<file path="src/rtl/riscv_core_id_ex_stage.sv">
// ID/EX pipeline register with valid/ready handshake, load-use stall and
// MEM/WB operand forwarding applied combinationally at the stage outputs.
module riscv_core_id_ex_stage #(
   parameter int XLEN  = 64,
   parameter int RADDR = 5
) (
   input  logic             i_clk,
   input  logic             i_rst_n,
   input  logic             i_id_valid,
   output logic             o_id_ready,
   input  logic [XLEN-1:0]  i_id_rs1_data,
   input  logic [XLEN-1:0]  i_id_rs2_data,
   input  logic [XLEN-1:0]  i_id_imm,
   input  logic [XLEN-1:0]  i_id_pc,
   input  logic [RADDR-1:0] i_id_rs1_addr,
   input  logic [RADDR-1:0] i_id_rs2_addr,
   input  logic [RADDR-1:0] i_id_rd_addr,
   input  logic [3:0]       i_id_alu_control,
   input  logic             i_id_alu_isword,
   input  logic             i_id_srca_sel,
   input  logic             i_id_srcb_sel,
   input  logic             i_id_regwrite,
   input  logic             i_id_memread,
   input  logic             i_id_memwrite,
   input  logic             i_flush,
   input  logic             i_ex_ready,
   input  logic [RADDR-1:0] i_mem_rd_addr,
   input  logic             i_mem_regwrite,
   input  logic [XLEN-1:0]  i_mem_result,
   input  logic [RADDR-1:0] i_wb_rd_addr,
   input  logic             i_wb_regwrite,
   input  logic [XLEN-1:0]  i_wb_result,
   output logic             o_ex_valid,
   output logic [XLEN-1:0]  o_alu_srca,
   output logic [XLEN-1:0]  o_alu_srcb,
   output logic [3:0]       o_alu_control,
   output logic             o_alu_isword,
   output logic [XLEN-1:0]  o_ex_store_data,
   output logic [RADDR-1:0] o_ex_rd_addr,
   output logic             o_ex_regwrite,
   output logic             o_ex_memread,
   output logic             o_ex_memwrite
);

   logic             r_valid;
   logic [XLEN-1:0]  r_rs1_data;
   logic [XLEN-1:0]  r_rs2_data;
   logic [XLEN-1:0]  r_imm;
   logic [XLEN-1:0]  r_pc;
   logic [RADDR-1:0] r_rs1_addr;
   logic [RADDR-1:0] r_rs2_addr;
   logic [RADDR-1:0] r_rd_addr;
   logic [3:0]       r_alu_control;
   logic             r_alu_isword;
   logic             r_srca_sel;
   logic             r_srcb_sel;
   logic             r_regwrite;
   logic             r_memread;
   logic             r_memwrite;

   logic             w_hazard;
   logic             w_accept;
   logic [XLEN-1:0]  w_fwd_rs1;
   logic [XLEN-1:0]  w_fwd_rs2;

   // MEM result wins over WB; x0 always reads the held register value.
   function automatic logic [XLEN-1:0] fwd_sel(
      input logic [RADDR-1:0] addr,
      input logic [XLEN-1:0]  held,
      input logic [RADDR-1:0] mem_rd,
      input logic             mem_we,
      input logic [XLEN-1:0]  mem_val,
      input logic [RADDR-1:0] wb_rd,
      input logic             wb_we,
      input logic [XLEN-1:0]  wb_val
   );
      logic [XLEN-1:0] res;
      if (addr == {RADDR{1'b0}}) begin
         res = held;
      end else if (mem_we && (mem_rd == addr)) begin
         res = mem_val;
      end else if (wb_we && (wb_rd == addr)) begin
         res = wb_val;
      end else begin
         res = held;
      end
      return res;
   endfunction

   assign w_hazard = r_valid & r_memread & (r_rd_addr != {RADDR{1'b0}}) &
                     ((r_rd_addr == i_id_rs1_addr) | (r_rd_addr == i_id_rs2_addr));
   assign o_id_ready = (~r_valid | i_ex_ready) & ~w_hazard & ~i_flush;
   assign w_accept   = i_id_valid & o_id_ready;

   // Pipeline register: flush > capture > drain (bubble) > hold.
   always_ff @(posedge i_clk or negedge i_rst_n) begin
      if (!i_rst_n) begin
         r_valid       <= 1'b0;
         r_rs1_data    <= {XLEN{1'b0}};
         r_rs2_data    <= {XLEN{1'b0}};
         r_imm         <= {XLEN{1'b0}};
         r_pc          <= {XLEN{1'b0}};
         r_rs1_addr    <= {RADDR{1'b0}};
         r_rs2_addr    <= {RADDR{1'b0}};
         r_rd_addr     <= {RADDR{1'b0}};
         r_alu_control <= 4'b0000;
         r_alu_isword  <= 1'b0;
         r_srca_sel    <= 1'b0;
         r_srcb_sel    <= 1'b0;
         r_regwrite    <= 1'b0;
         r_memread     <= 1'b0;
         r_memwrite    <= 1'b0;
      end else if (i_flush) begin
         r_valid    <= 1'b0;
         r_regwrite <= 1'b0;
         r_memread  <= 1'b0;
         r_memwrite <= 1'b0;
      end else if (w_accept) begin
         r_valid       <= 1'b1;
         r_rs1_data    <= i_id_rs1_data;
         r_rs2_data    <= i_id_rs2_data;
         r_imm         <= i_id_imm;
         r_pc          <= i_id_pc;
         r_rs1_addr    <= i_id_rs1_addr;
         r_rs2_addr    <= i_id_rs2_addr;
         r_rd_addr     <= i_id_rd_addr;
         r_alu_control <= i_id_alu_control;
         r_alu_isword  <= i_id_alu_isword;
         r_srca_sel    <= i_id_srca_sel;
         r_srcb_sel    <= i_id_srcb_sel;
         r_regwrite    <= i_id_regwrite;
         r_memread     <= i_id_memread;
         r_memwrite    <= i_id_memwrite;
      end else if (r_valid && i_ex_ready) begin
         r_valid    <= 1'b0;
         r_regwrite <= 1'b0;
         r_memread  <= 1'b0;
         r_memwrite <= 1'b0;
      end
   end

   // Forwarding follows the live MEM/WB buses, even while the stage holds.
   always_comb begin
      w_fwd_rs1 = fwd_sel(r_rs1_addr, r_rs1_data, i_mem_rd_addr, i_mem_regwrite,
                          i_mem_result, i_wb_rd_addr, i_wb_regwrite, i_wb_result);
      w_fwd_rs2 = fwd_sel(r_rs2_addr, r_rs2_data, i_mem_rd_addr, i_mem_regwrite,
                          i_mem_result, i_wb_rd_addr, i_wb_regwrite, i_wb_result);
   end

   assign o_ex_valid      = r_valid;
   assign o_alu_srca      = r_srca_sel ? r_pc  : w_fwd_rs1;
   assign o_alu_srcb      = r_srcb_sel ? r_imm : w_fwd_rs2;
   assign o_ex_store_data = w_fwd_rs2;
   assign o_alu_control   = r_alu_control;
   assign o_alu_isword    = r_alu_isword;
   assign o_ex_rd_addr    = r_rd_addr;
   assign o_ex_regwrite   = r_regwrite;
   assign o_ex_memread    = r_memread;
   assign o_ex_memwrite   = r_memwrite;

endmodule

</file>
<file path="config.mk">
export PLATFORM = sky130hd
export DESIGN_NAME = riscv_core_id_ex_stage
export DESIGN_NICKNAME = d
export VERILOG_FILES = /design/src/rtl/riscv_core_id_ex_stage.sv
export SDC_FILE = /design/constraint.sdc
export NUM_CORES = 1
export LEC_CHECK = 0
export CORE_ASPECT_RATIO = 2
export CORE_UTILIZATION = 25
export CTS_CLUSTER_SIZE = 16
export DETAILED_ROUTE_END_ITERATION = 6
export PLACE_DENSITY_LB_ADDON = 0.05
export SYNTH_ARGS = -nofsm -noshare
export SYNTH_HDL_FRONTEND = slang
export SYNTH_SLANG_ARGS = --single-unit
</file>
<file path="constraint.sdc">
create_clock -name i_clk -period 2.6 [get_ports i_clk]
set_input_delay 0.65 -clock i_clk [delete_from_list [all_inputs] [get_ports i_clk]]
set_output_delay 0.65 -clock i_clk [all_outputs]
set_load 0.01 [all_outputs]
</file>
==> results of run 1 <==
[state kept, by name, indices dropped and copies added, names as in the netlist]
signal and flops:
r_rs2_addr 5, r_rs1_addr 5, r_rs1_data 64, o_ex_valid 1, r_imm 64, o_ex_memwrite 1
o_alu_isword 1, r_srca_sel 1, o_alu_control 4, o_ex_regwrite 1, o_ex_rd_addr 5, r_srcb_sel 1
r_pc 64, o_ex_memread 1, r_rs2_data 64
[how the worst min path moves through the flow]
| stage | to | slack (ps) | cells after the start |
|---|---|---|---|
| after floorplan | o_alu_control[0]$_DFFE_PN0P_ | 350 | 0 |
| after global placement | r_rs1_data[15]$_DFFE_PN0P_ | 470 | 1 |
| after detailed placement | r_rs1_data[16]$_DFFE_PN0P_ | 470 | 1 |
| after CTS | r_rs1_data[16]$_DFFE_PN0P_ | 490 | 1 |
| after global routing | r_rs1_data[16]$_DFFE_PN0P_ | 500 | 1 |
| final | r_rs1_data[18]$_DFFE_PN0P_ | 490 | 1 |
[per-stage QoR]
stage | utilization | TNS, ps | cell area (um^2) | hold WS [ps] | worst slack (ps)
5_1_grt | 0.450 | -154840 | 30400 | 500 | -916
6_report | 0.450 | -139450 | 30400 | 486 | -852
3_3_place_gp | 0.387 | -342120 | 26100 | 467 | -1700
2_1_floorplan | - | -741 | 17200 | 354 | -16.3
4_1_cts | 0.440 | -149440 | 29700 | 490 | -888
3_5_place_dp | 0.387 | -339560 | 26100 | 474 | -1530
[cell usage after synthesis, types with 11 or more instances]
library cell	count
a21oi_1	70
a2bb2oi_1	119
a31o_2	63
buf_2	52
buf_4	11
clkbuf_1	60
dfrtp_1	282
inv_1	128
mux2_2	273
mux2i_1	190
nor2_1	12
nor3_1	66
o31ai_1	59
or2_2	59
xnor2_1	21
[report_power, final]
part           total [mW]  leakage [nW]  internal (mW)  switching, mW
sequential           5.68          3.32           5.15          0.536
combinational        7.74          9.26           4.17           3.57
clock                4.73         0.516           2.72           2.01
total                18.2          13.1           12.0           6.12
[cell families after synthesis]
kind of cell,share of synthesized area
buffers and inverters,0.0684
AO/OA/AOI/OAI,0.153
AND/OR/NAND/NOR,0.0521
XOR/XNOR,0.0154
flip-flops,0.415
multiplexers,0.297
[final cells by class]
| type | instances | area (um^2) | area share |
|---|---|---|---|
| Antenna cell | 19 | 47.5 | 0.00157 |
| Clock buffer | 46 | 922 | 0.0304 |
| Clock inverter | 9 | 123 | 0.00404 |
| Inverter | 128 | 480 | 0.0158 |
| Multi-Input combinational cell | 1001 | 10900 | 0.357 |
| Sequential cell | 282 | 7070 | 0.233 |
| Tap cell | 890 | 1110 | 0.0367 |
| Timing Repair Buffer | 935 | 9770 | 0.321 |
[repair_timing]
| action | CTS | global route |
|---|---|---|
| buffers inserted | 93 | 22 |
| setup endpoints to repair | 193 | 193 |
| hold endpoints to repair | 40 | 0 |
| hold buffers | 1 | 0 |
| pin swaps | 55 | 72 |
| gates resized for setup | 1201 | 163 |
| cloned | 28 | 1 |
[routing by layer]
metal  up-vias  share of wire  track usage
met5         -         0.0011            0
met3       142          0.069       0.0685
met1      8078           0.37        0.265
li1       7321              -            -
met4        14          0.039        0.125
met2       614           0.52        0.446
[worst max-delay path: cells and delay by family]
| kind | cells | cell delay [ps] |
|---|---|---|
| simple gates | 2 | 300 |
| xor+xnor | 1 | 230 |
| buf+inv | 6 | 1230 |
| compound gates | 2 | 380 |
==> impl_metrics.py, run 1 <==
metrics = {
    "outcome": {
        "status": "finished, violations left",
        "failed_checks": "negative setup slack",
    },
    "hold_path": {
        "holdCritStartpoint": "r_rs1_data[18]$_DFFE_PN0P_",
        "hold_path_class": "flip-flop to flip-flop",
    },
    "critical_path": {
        "cp_data_arrival_time_ps": 2800,
        "end_kind": "output pin",
        "ff2ff_path_depth": 8,
        "critPathCapture": "o_ex_store_data[8]",
        "cp_slowest_cell": "clkdlybuf4s50_1",
        "r2r_end": "r_pc[11]$_DFFE_PN0P_",
        "crit_chain": "clkdlybuf4s50_1, xor2_2, nor2_4, and3_4, buf_12, buf_8, buf_4, buf_6, a31o_4, a2bb2oi_2, buf_2",
        "crit_path_start": "i_wb_rd_addr[1]",
        "rrSetupSlack_ps": 470,
        "critPathMaxFanout": 5,
        "worst_r2r_startpoint": "o_ex_rd_addr[1]$_DFFE_PN0P_",
        "cpPeakStageDelay_ps": 550,
        "cp.required_ps": 1950,
        "cp-start-kind": "input port",
        "crit_type": "input port to output pin",
    },
    "cells_and_area": {
        "final_common_cell": "clkdlybuf4s50_1",
        "layout.cells.non_filler": 3310,
        "final_cell_mix": "clkdlybuf4s50_1 (429), dfrtp_1 (277), mux2_2 (273), mux2i_1 (158), buf_2 (144)",
        "drive_above_1_share": 0.486,
        "area_growth_pct": 78.5,
        "fillers": 6489,
        "fin_nets": 2804,
    },
    "cts": {
        "cts_sinks": 282,
        "cts_made_buffers": 30,
        "cts-root-buf": "clkbuf_16",
        "cts_tree": "yes",
        "path_clk_slew_ps": 60,
        "htreeDepth": 1,
        "clockBufferDepth": 3,
        "clk_latency_ps": 610,
    },
    "route": {
        "vias": 16200,
        "drc": 0,
        "wl_um": 88300,
        "routedWlPerCell_um": 26.7,
        "drtAntennaViolNets": 0,
        "firstDrtPassIters": 4,
        "drtIter0Drc": 526,
        "avgViaCountPerCell": 4.88,
    },
    "grt": {
        "grt_max_degree": 61,
        "gr-usage-all-layers": 0.248,
        "grt_pass1_wl_um": 125000,
        "grt_pass1_vias": 17800,
        "overflow": 0,
        "antenna_found_initial": 26,
    },
    "timing": {
        "fmax_mhz": 290,
        "worst_pin_slew_ps": 564,
        "fin_crit_sh": 1.33,
        "setup_viol": 192,
        "max_slew_margin": 0.613,
        "finalHoldViolCount": 0,
        "fin_skew_ps": 19.4,
        "fin_ws_ps": -852,
        "drv_slew": 0,
        "rsz0062_at_grt": "yes",
        "period_needed_ps": 3450,
    },
    "place": {
        "finalWeightedCongestion": 0.821,
        "dp_hpwl_um": 61600,
        "dp.cells": 3120,
        "io_buffer_count": 632,
    },
    "die": {
        "rows": 135,
        "die_w_um": 187,
        "start_util": 0.252,
        "pin_count": 633,
        "core-area_um2": 67600,
        "dieArea_um2": 69200,
        "die_y_um": 371,
    },
    "synthesis": {
        "seq_area_frac_synth": 0.415,
        "synth-main-ff-cell": "dfrtp_1",
        "yosysTopAreaCellShare": 0.415,
        "yosys_warnings": 0,
        "postSynthCellCount": 1544,
        "synth_top_cell_by_area": "dfrtp_1",
        "syn-num-nets": 1970,
        "yosys-top-cells-area": "dfrtp_1 (41%), mux2_2 (18%), mux2i_1 (11%)",
        "synth.ff_latch_count": 282,
        "async_reset_ff_frac": 1.00,
        "synth_area_per_cell_um2": 11.0,
        "synth_cell_types": 41,
        "synth_area_um2": 17000,
        "synth_enable_flop_cells": 0,
    },
    "job": {
        "maxCapViolations": 0,
    },
    "pwr": {
        "total_power_mw": 18.2,
        "power_density_nw_per_um2": 598,
        "irDropWorstVdd_mv": 0.634,
        "p_leak_nw": 13.1,
    },
}
Note: power is estimated with default switching activity, not from simulation.
==> run 2, diff against run 1 <==
--- a/config.mk
+++ b/config.mk
@@ -13,3 +13,4 @@
 export SYNTH_ARGS = -nofsm -noshare
 export SYNTH_HDL_FRONTEND = slang
 export SYNTH_SLANG_ARGS = --single-unit
+export TNS_END_PERCENT = 50
==> run 2 against run 1 <==
  * Via count up 0.92%
  * The flow still finishes with violations (negative setup slack)
  * First-iteration DRC count up 1.3%
  * Flip-flop and latch count is the same
  * Routed wire length fell by 1.7%
  * Final area down 1.7%
  * Sequential power barely moved
  * Power is 0.68% lower
  * Largest power group unchanged
  * Register-to-register slack worse by 180 ps
==> impl_metrics.py, run 2 (same netlist as run 1, synthesis figures left out) <==
metrics = {
    "route": {
        "routedWlPerCell_um": 25.9,
        "avgViaCountPerCell": 4.86,
        "drtIter0Drc": 533,
        "wl_um": 86800,
        "drc": 0,
        "drtAntennaViolNets": 0,
        "firstDrtPassIters": 4,
        "vias": 16300,
    },
    "critical_path": {
        "worst_r2r_startpoint": "o_ex_rd_addr[0]$_DFFE_PN0P_",
        "critPathMaxFanout": 5,
        "rrSetupSlack_ps": 290,
        "crit_buf_inv": 7,
        "cpPeakStageDelay_ps": 300,
        "end_kind": "output pin",
        "crit_chain": "dlygate4sd2_1, xor2_2, nor4_2, and3_4, buf_12, buf_12, buf_8, buf_16, buf_12, mux2i_1, mux2i_1, buf_2",
        "ff2ff_path_depth": 7,
        "cp-start-kind": "input port",
        "crit_type": "input port to output pin",
        "path_delay_family": "buffers and inverters",
        "cp_data_arrival_time_ps": 2770,
        "r2r_end": "r_rs2_data[0]$_DFFE_PN0P_",
        "cp_slowest_cell": "nor4_2",
        "crit_path_frequent_cell": "buf_12",
        "cp.required_ps": 1950,
    },
    "cells_and_area": {
        "area_growth_pct": 75.4,
        "fin_area_um2": 29900,
        "layout.cells.non_filler": 3354,
        "final_common_cell": "clkdlybuf4s50_1",
        "fillers": 6553,
        "drive_above_1_share": 0.468,
        "final_cell_mix": "clkdlybuf4s50_1 (429), dfrtp_1 (278), mux2_2 (272), buf_4 (185), mux2i_1 (173)",
        "final_util": 0.442,
        "fin_nets": 2859,
    },
    "timing": {
        "fin_crit_sh": 1.31,
        "period_needed_ps": 3420,
        "fin_skew_ps": 16.8,
        "fin_tns_setup_ps": -128160,
        "worst_pin_slew_ps": 588,
        "holdWs_ps": 49.9,
        "finalHoldViolCount": 0,
        "fin_ws_ps": -816,
        "drv_slew": 0,
        "setup_viol": 193,
        "fmax_mhz": 293,
        "rsz0062_at_grt": "yes",
        "max_slew_margin": 0.597,
    },
    "pwr": {
        "power_density_nw_per_um2": 604,
        "total_power_mw": 18.0,
        "irDropWorstVdd_mv": 0.503,
        "p_leak_nw": 13.1,
    },
    "hold_path": {
        "hold_path_class": "input port to asynchronous set/reset pin",
    },
    "grt": {
        "grt_pass1_vias": 17600,
        "grt_pass1_wl_um": 121000,
        "overflow": 0,
        "grt_max_degree": 49,
        "antenna_found_initial": 18,
        "gr-usage-all-layers": 0.239,
    },
    "job": {
        "maxCapViolations": 0,
    },
    "die": {
        "die_w_um": 187,
        "pin_count": 633,
        "core-area_um2": 67600,
        "die_y_um": 371,
        "start_util": 0.252,
        "dieArea_um2": 69200,
        "rows": 135,
    },
    "outcome": {
        "status": "finished, violations left",
        "failed_checks": "negative setup slack",
    },
    "place": {
        "dp_hpwl_um": 62600,
        "io_buffer_count": 632,
        "place_worst_setup_slack_ps": -1430,
        "place_area_um2": 26400,
        "dp.cells": 3159,
        "finalWeightedCongestion": 0.870,
    },
    "cts": {
        "path_clk_slew_ps": 60,
        "cts_sinks": 282,
        "htreeDepth": 2,
        "cts_hold_buf": 0,
        "cts_made_buffers": 34,
        "clockBufferDepth": 3,
        "cts-root-buf": "clkbuf_16",
        "cts_tree": "yes",
        "clk_latency_ps": 530,
    },
}
[run 2: cell type report]
type	instances	area [um^2]	share of cell area
flip-flops and latches	282	7070	0.237
clock inverters	13	73.8	0.00247
diodes	6	15.0	0.000503
inverters	128	480	0.0161
multi-input cells	1000	10200	0.342
clock buffers	48	1050	0.0351
well taps	890	1110	0.0373
repair buffers	987	9860	0.330
[run 2: worst reg2reg max path: cells and delay by family (launching register included)]
family	cells	cell delay, ps
buffers and inverters	3	700
AOI/OAI and AO/OA	2	410
muxes	1	340
and+or+nand+nor	1	260
DFF	1	470
[run 2: worst max path at each step]
stage	start	end	slack, ps	cells past startpoint
after floorplan	i_mem_rd_addr[1]	o_alu_srcb[61]	-20	8
after global routing	r_rs2_addr[3]$_DFFE_PN0P_	o_alu_srcb[36]	-900	10
after detailed placement	i_mem_rd_addr[4]	o_ex_store_data[2]	-1430	8
after CTS	r_rs2_addr[3]$_DFFE_PN0P_	o_alu_srcb[17]	-1090	9
final	i_mem_rd_addr[1]	o_alu_srca[57]	-820	12
after global placement	i_mem_rd_addr[1]	o_alu_srca[63]	-1530	9
[run 2: per-layer routing]
layer / global-route usage / vias up / wire (um)
met4: 0.0870 / 22 / 2650
met2: 0.434 / 607 / 44800
met3: 0.0756 / 124 / 6540
met1: 0.258 / 8158 / 32600
li1: - / 7406 / -
met5: 0 / - / 149
[run 2: what timing repair did]
item	in CTS	in global routing
setup endpoints to repair	193	193
gates resized for setup	541	543
setup buffers	69	61
gates cloned	11	8
pin swaps	20	45
[run 2: power breakdown]
part / internal [mW] / switching (mW) / total (mW)
clock: 2.82 / 2.10 / 4.91
combinational: 3.99 / 3.44 / 7.44
sequential: 5.15 / 0.530 / 5.68
